[config.mk]
export PLATFORM = sky130hd
export DESIGN_NAME = pipe_stage_reg_flat
export DESIGN_NICKNAME = d
export VERILOG_FILES = /design/src/rtl/pipe_stage_reg_pkg.sv /design/src/rtl/pipe_stage_reg_if.sv /design/src/rtl/pipe_stage_reg_slot.sv /design/src/rtl/pipe_stage_reg.sv /design/src/flat_wrapper.sv
export SDC_FILE = /design/constraint.sdc
export NUM_CORES = 1
export LEC_CHECK = 0
export ABC_AREA = 1
export CAP_MARGIN = 20
export CORE_MARGIN = 4
export CORE_UTILIZATION = 40
export CTS_CLUSTER_SIZE = 28
export DETAILED_ROUTE_END_ITERATION = 7
export HOLD_SLACK_MARGIN = 0.03
export PLACE_DENSITY = 0.86
export SLEW_MARGIN = 30
export SYNTH_ARGS = -nofsm -noshare
export SYNTH_HDL_FRONTEND = slang
export SYNTH_SLANG_ARGS = --single-unit
[constraint.sdc]
create_clock -name CLK -period 1.6 [get_ports CLK]
set_input_delay 0.32 -clock CLK [delete_from_list [all_inputs] [get_ports CLK]]
set_output_delay 0.32 -clock CLK [all_outputs]
set_load 0.1 [all_outputs]
[src/rtl/pipe_stage_reg_pkg.sv]
// Shared types and constants for the MIPS pipeline-stage register (package pipe_pkg).
// Holds the occupancy state enum, control-bit positions and default widths.
package pipe_pkg;

  localparam int DEF_DATA_W    = 32;
  localparam int DEF_NUM_LANES = 4;
  localparam int DEF_CTRL_W    = 8;

  // Bit positions inside the control vector carried alongside the data lanes.
  localparam int CTRL_REGWRITE = 0;
  localparam int CTRL_MEMTOREG = 1;
  localparam int CTRL_JAL      = 2;
  localparam int CTRL_MEMREAD  = 3;
  localparam int CTRL_MEMWRITE = 4;
  localparam int CTRL_BRANCH   = 5;
  localparam int CTRL_ALUSRC   = 6;
  localparam int CTRL_REGDST   = 7;

  typedef enum logic [1:0] {
    ST_EMPTY = 2'd0,
    ST_ONE   = 2'd1,
    ST_TWO   = 2'd2
  } pipe_state_e;

  function automatic logic [1:0] occ_of(input pipe_state_e s);
    case (s)
      ST_ONE:  occ_of = 2'd1;
      ST_TWO:  occ_of = 2'd2;
      default: occ_of = 2'd0;
    endcase
  endfunction

endpackage

[src/rtl/pipe_stage_reg_if.sv]
// Bundle of flush, upstream/downstream handshake, payload and status signals
// for one pipeline-stage register. slave = the stage, master = its environment.
interface pipe_stage_reg_if #(
  parameter int DATA_W    = pipe_pkg::DEF_DATA_W,
  parameter int NUM_LANES = pipe_pkg::DEF_NUM_LANES,
  parameter int CTRL_W    = pipe_pkg::DEF_CTRL_W
);
  import pipe_pkg::*;

  // Handshake: a transfer happens on a rising clock edge where valid and ready
  // are both 1 (In_Valid/In_Ready upstream, Out_Valid/Out_Ready downstream).
  // A valid source holds data/ctrl stable until the transfer; Flush overrides
  // everything and empties the stage at the next edge.
  logic                        Flush;
  logic                        In_Valid;
  logic                        In_Ready;
  logic [NUM_LANES*DATA_W-1:0] In_Data;
  logic [CTRL_W-1:0]           In_Ctrl;
  logic                        Out_Valid;
  logic                        Out_Ready;
  logic [NUM_LANES*DATA_W-1:0] Out_Data;
  logic [CTRL_W-1:0]           Out_Ctrl;
  logic [1:0]                  Occupancy;
  pipe_state_e                 Dbg_State;

  modport slave (
    input  Flush, In_Valid, In_Data, In_Ctrl, Out_Ready,
    output In_Ready, Out_Valid, Out_Data, Out_Ctrl, Occupancy, Dbg_State
  );

  modport master (
    output Flush, In_Valid, In_Data, In_Ctrl, Out_Ready,
    input  In_Ready, Out_Valid, Out_Data, Out_Ctrl, Occupancy, Dbg_State
  );

endinterface

[src/rtl/pipe_stage_reg_slot.sv]
// One enable-loadable {ctrl, data} register with asynchronous active-low reset.
// Used for the main output register and, when present, the skid register.
module pipe_stage_slot #(
  parameter int W = 8
) (
  input  logic         clk_i,
  input  logic         rst_ni,
  input  logic         en_i,
  input  logic [W-1:0] d_i,
  output logic [W-1:0] q_o
);

  logic [W-1:0] q_q;

  always_ff @(posedge clk_i or negedge rst_ni) begin
    if (!rst_ni) begin
      q_q <= '0;
    end else if (en_i) begin
      q_q <= d_i;
    end
  end

  assign q_o = q_q;

endmodule

[src/rtl/pipe_stage_reg.sv]
// Parametrised pipeline-stage register with valid/ready flow control and flush.
// Define PIPE_STAGE_SKID_EN for a two-entry skid buffer with registered In_Ready.
module pipe_stage_reg
  import pipe_pkg::*;
#(
  parameter int                 DATA_W      = DEF_DATA_W,
  parameter int                 NUM_LANES   = DEF_NUM_LANES,
  parameter int                 CTRL_W      = DEF_CTRL_W,
  parameter logic [CTRL_W-1:0]  BUBBLE_CTRL = '0
) (
  input  logic                  CLK,
  input  logic                  RST_N,
  pipe_stage_reg_if.slave       bus
);

  localparam int DW     = NUM_LANES * DATA_W;
  localparam int SLOT_W = CTRL_W + DW;

  pipe_state_e       state_q, state_d;
  logic              out_valid;
  logic              in_ready;
  logic              accept;
  logic              emit;
  logic              main_en;
  logic [SLOT_W-1:0] in_word;
  logic [SLOT_W-1:0] main_d;
  logic [SLOT_W-1:0] main_q;

  assign in_word   = {bus.In_Ctrl, bus.In_Data};
  assign out_valid = (state_q != ST_EMPTY);

`ifdef PIPE_STAGE_SKID_EN
  logic              skid_en;
  logic              main_from_skid;
  logic [SLOT_W-1:0] skid_q;

  // Ready is a decode of registered state only, so no path from Out_Ready.
  assign in_ready = RST_N & (state_q != ST_TWO);
  assign main_d   = main_from_skid ? skid_q : in_word;

  pipe_stage_slot #(.W(SLOT_W)) u_skid (
    .clk_i  (CLK),
    .rst_ni (RST_N),
    .en_i   (skid_en),
    .d_i    (in_word),
    .q_o    (skid_q)
  );
`else
  assign in_ready = RST_N & (bus.Out_Ready | ~out_valid);
  assign main_d   = in_word;
`endif

  assign accept = bus.In_Valid & in_ready;
  assign emit   = out_valid & bus.Out_Ready;

  always_ff @(posedge CLK or negedge RST_N) begin
    if (!RST_N) begin
      state_q <= ST_EMPTY;
    end else begin
      state_q <= state_d;
    end
  end

  always_comb begin
    state_d = state_q;
    main_en = 1'b0;
`ifdef PIPE_STAGE_SKID_EN
    skid_en        = 1'b0;
    main_from_skid = 1'b0;
`endif
    // Flush wins: an accept in the same cycle is consumed and dropped.
    if (bus.Flush) begin
      state_d = ST_EMPTY;
    end else begin
      case (state_q)
        ST_EMPTY: begin
          if (accept) begin
            state_d = ST_ONE;
            main_en = 1'b1;
          end
        end
        ST_ONE: begin
          if (accept && emit) begin
            main_en = 1'b1;
          end else if (accept) begin
`ifdef PIPE_STAGE_SKID_EN
            state_d = ST_TWO;
            skid_en = 1'b1;
`endif
          end else if (emit) begin
            state_d = ST_EMPTY;
          end
        end
        ST_TWO: begin
`ifdef PIPE_STAGE_SKID_EN
          if (emit) begin
            state_d        = ST_ONE;
            main_en        = 1'b1;
            main_from_skid = 1'b1;
          end
`else
          state_d = ST_EMPTY;
`endif
        end
        default: state_d = ST_EMPTY;
      endcase
    end
  end

  pipe_stage_slot #(.W(SLOT_W)) u_main (
    .clk_i  (CLK),
    .rst_ni (RST_N),
    .en_i   (main_en),
    .d_i    (main_d),
    .q_o    (main_q)
  );

  assign bus.In_Ready  = in_ready;
  assign bus.Out_Valid = out_valid;
  assign bus.Out_Data  = main_q[DW-1:0];
  assign bus.Out_Ctrl  = out_valid ? main_q[SLOT_W-1:DW] : BUBBLE_CTRL;
  assign bus.Occupancy = occ_of(state_q);
  assign bus.Dbg_State = state_q;

endmodule

[src/flat_wrapper.sv]
// flat-port wrapper written by rule: the top's interface ports become plain ports
module pipe_stage_reg_flat import pipe_pkg::*;
#(
  parameter int                 DATA_W      = DEF_DATA_W,
  parameter int                 NUM_LANES   = DEF_NUM_LANES,
  parameter int                 CTRL_W      = DEF_CTRL_W,
  parameter logic [CTRL_W-1:0]  BUBBLE_CTRL = '0
)
  (CLK, RST_N, bus_Flush, bus_In_Valid, bus_In_Data, bus_In_Ctrl, bus_Out_Ready, bus_In_Ready, bus_Out_Valid, bus_Out_Data, bus_Out_Ctrl, bus_Occupancy, bus_Dbg_State);
  pipe_stage_reg_if #(.DATA_W(DATA_W), .NUM_LANES(NUM_LANES), .CTRL_W(CTRL_W)) bus_i ();
  input  logic CLK;
  input  logic RST_N;
  input wire logic [$bits(bus_i.Flush)-1:0] bus_Flush;
  input wire logic [$bits(bus_i.In_Valid)-1:0] bus_In_Valid;
  input wire logic [$bits(bus_i.In_Data)-1:0] bus_In_Data;
  input wire logic [$bits(bus_i.In_Ctrl)-1:0] bus_In_Ctrl;
  input wire logic [$bits(bus_i.Out_Ready)-1:0] bus_Out_Ready;
  output wire logic [$bits(bus_i.In_Ready)-1:0] bus_In_Ready;
  output wire logic [$bits(bus_i.Out_Valid)-1:0] bus_Out_Valid;
  output wire logic [$bits(bus_i.Out_Data)-1:0] bus_Out_Data;
  output wire logic [$bits(bus_i.Out_Ctrl)-1:0] bus_Out_Ctrl;
  output wire logic [$bits(bus_i.Occupancy)-1:0] bus_Occupancy;
  output wire logic [$bits(bus_i.Dbg_State)-1:0] bus_Dbg_State;
  assign bus_i.Flush = bus_Flush;
  assign bus_i.In_Valid = bus_In_Valid;
  assign bus_i.In_Data = bus_In_Data;
  assign bus_i.In_Ctrl = bus_In_Ctrl;
  assign bus_i.Out_Ready = bus_Out_Ready;
  assign bus_In_Ready = bus_i.In_Ready;
  assign bus_Out_Valid = bus_i.Out_Valid;
  assign bus_Out_Data = bus_i.Out_Data;
  assign bus_Out_Ctrl = bus_i.Out_Ctrl;
  assign bus_Occupancy = bus_i.Occupancy;
  assign bus_Dbg_State = bus_i.Dbg_State;
  pipe_stage_reg #(.DATA_W(DATA_W), .NUM_LANES(NUM_LANES), .CTRL_W(CTRL_W), .BUBBLE_CTRL(BUBBLE_CTRL)) u_core (.CLK(CLK), .RST_N(RST_N), .bus(bus_i));
endmodule
==> impl_metrics.toml <==
[clock_network]
cts_max_level = 4
clkSinkCount = 137
root_buffer = "clkbuf_16"
cts_tree = "built"
clock_path_buffers = 2
cts_buffers = 17
clkSlewWorstSetupHoldPaths_ns = 0.06
clk-insertion-delay-late_ns = 0.42

[sta]
hold_viol = 0
fmax_mhz = 562
setup_violations = 107
hold_ws_ns = 0.0877
worst_slew_pin_slew_ns = 0.537
fin_skew_ns = 0.0126
finalCritPeriodShare_pct = 111
max_slew_margin_pct = 64.2
min_period_ns = 1.78
fin_setup_tns_ns = -3.43
setup_slack_ns = -0.179
rsz0062_at_grt = "yes"
slew_violations = 0

[setup_path]
end_kind = "output port"
required_ns = 1.28
path_class = "reg2out"
critPathMaxFanout = 6
rr_endpoint = "u_core.u_main.q_o[8]"
rr_startpoint = "u_core.bus.Dbg_State[0]"
crit_end = "bus_Out_Ctrl[4]"
cp-start-kind = "register"
cp.arrival_ns = 1.46
reg2reg_depth = 8
r2r_slack_ns = -0.08
startpoint = "u_core.bus.Dbg_State[0]"

[layout]
fin_area_sq_mm = 0.0115
final_cell_mix = "271 x nand2_1, 158 x buf_12, 139 x clkdlybuf4s50_1"
final_common_cell = "nand2_1"
syn2layout_area_growth_pct = 69.4
layout-drive-gt1-share_pct = 26.6
antenna_cells = 0
post-route-util_pct = 69.2
fin_nets = 1065

[global_route]
grt_pass1_vias = 5952
antenna_found_initial = 0
grt_first_pass_wirelength_um = 32100
grt_overflow = 0
track_usage_pct = 21.0
grt_max_degree = 78

[die]
num_io_pins = 283
die_area_sq_mm = 0.0191
start_util_pct = 40.8
die_w_um = 138
die_h_um = 138
coreArea_sq_mm = 0.0166
fp-row-count = 47

[routing]
wl_per_cell_um = 19.8
drc = 0
routed_wl_um = 22900
drt_iter0_markers = 443
first_pass_iters = 7
vias = 5987
drtAntennaViolNets = 0
via_per_inst = 5.17

[synth]
netlist_area_sq_mm = 0.00677
syn_avg_cell_area_sq_um = 8.89
ys_warn_count = 0
yosysSeqAreaShare_pct = 50.6
synth_cells = 762
ys_types = 14
synth_seq_cells = 137

[placement]
gp_congestion = 0.789
dpl.hpwl_um = 14900
place_area_sq_mm = 0.0104
portBuffers = 280

[status]
outcome = "finished with violations"
violations = "negative setup slack"

[min_path]
min_path_type = "in2async"

[pwr]
peakVddDrop_v = 0.000878
power.density_mw_per_mm2 = 1490
p_leak_nw = 5.48

[job]
drv_cap = 0
critical path, cell delays in order, from the launching register on:
cell        delay, ns
dfrtp_4          0.49
buf_12           0.16
nand2_4          0.07
clkinvlp_4       0.12
buf_12           0.18
cell usage after synthesis (all sizes together):
cell | instances | area share (%)
a21boi | 1 | 0.11
conb | 1 | 0.055
inv | 10 | 0.55
nor2 | 1 | 0.092
buf | 181 | 20
nand3 | 1 | 0.074
nand2 | 281 | 16
dfrtp | 137 | 51
nand4 | 136 | 13
clkbuf | 12 | 0.67
o21ai | 1 | 0.074
sequential cells by signal (all words and copies together), names as in the netlist:
signal                flops
u_core.bus.Dbg_State      1
u_core.u_main.q_o       136
metrics by stage:
step | power [mW] | setup WS (ns) | cells
6_report | 17.1 | -0.179 | 1157
5_1_grt | 17.6 | -0.203 | 1157
4_1_cts | 17.1 | -0.152 | 1140
3_5_place_dp | 12.9 | -0.254 | 1103
3_3_place_gp | 12.7 | -0.116 | 1103
2_1_floorplan | 10.2 | -0.100 | 763
worst min path at each step:
stage,cells after the start,slack (ns),endpoint,from
2_1_floorplan,0,0.02,u_core.u_main.q_o[0],RST_N
3_3_place_gp,1,0.13,u_core.u_main.q_o[103],RST_N
3_5_place_dp,1,0.14,u_core.u_main.q_o[103],RST_N
4_1_cts,3,0.18,u_core.u_main.q_o[103],RST_N
5_1_grt,2,0.12,u_core.u_main.q_o[113],RST_N
6_report,2,0.09,u_core.bus.Dbg_State[0],RST_N
cell type report:
class,count,area (sq um)
clock buffer,21,480
clock inverter,11,144
fill,1118,5110
inverter,10,67.6
multi-input combinational,424,2050
sequential,137,3430
tap,220,275
timing repair buffer,334,5020
timing repair:
item	CTS	global route
cloned	0	12
hold buffers	1	0
hold endpoints to repair	84	0
setup buffers	4	5
gates resized for setup	15	5
setup endpoints to repair	9	145
pin swaps	1	0
kinds of logic after synthesis:
group | after synthesis | synth area share, %
flops | 137 | 50.6
simple gates | 419 | 28.3
other cells | 1 | 0.0554
compound gates | 2 | 0.185
buf+inv | 203 | 20.8
power breakdown:
group          internal [mW]  switching, mW  total, mW  leakage, nW
clock network           2.61           1.53       4.14        0.297
logic                   2.88           5.35       8.23         3.48
registers               4.06          0.678       4.73         1.70
per-layer routing:
layer	vias up	wire, um	global-route usage (%)
met3	48	1730	6.63
met4	0	718	9.83
li1	2714	-	-
met2	282	12100	35.7
met1	2943	8330	24.1
met5	-	0	0
Note: power is estimated with default switching activity, not from simulation.
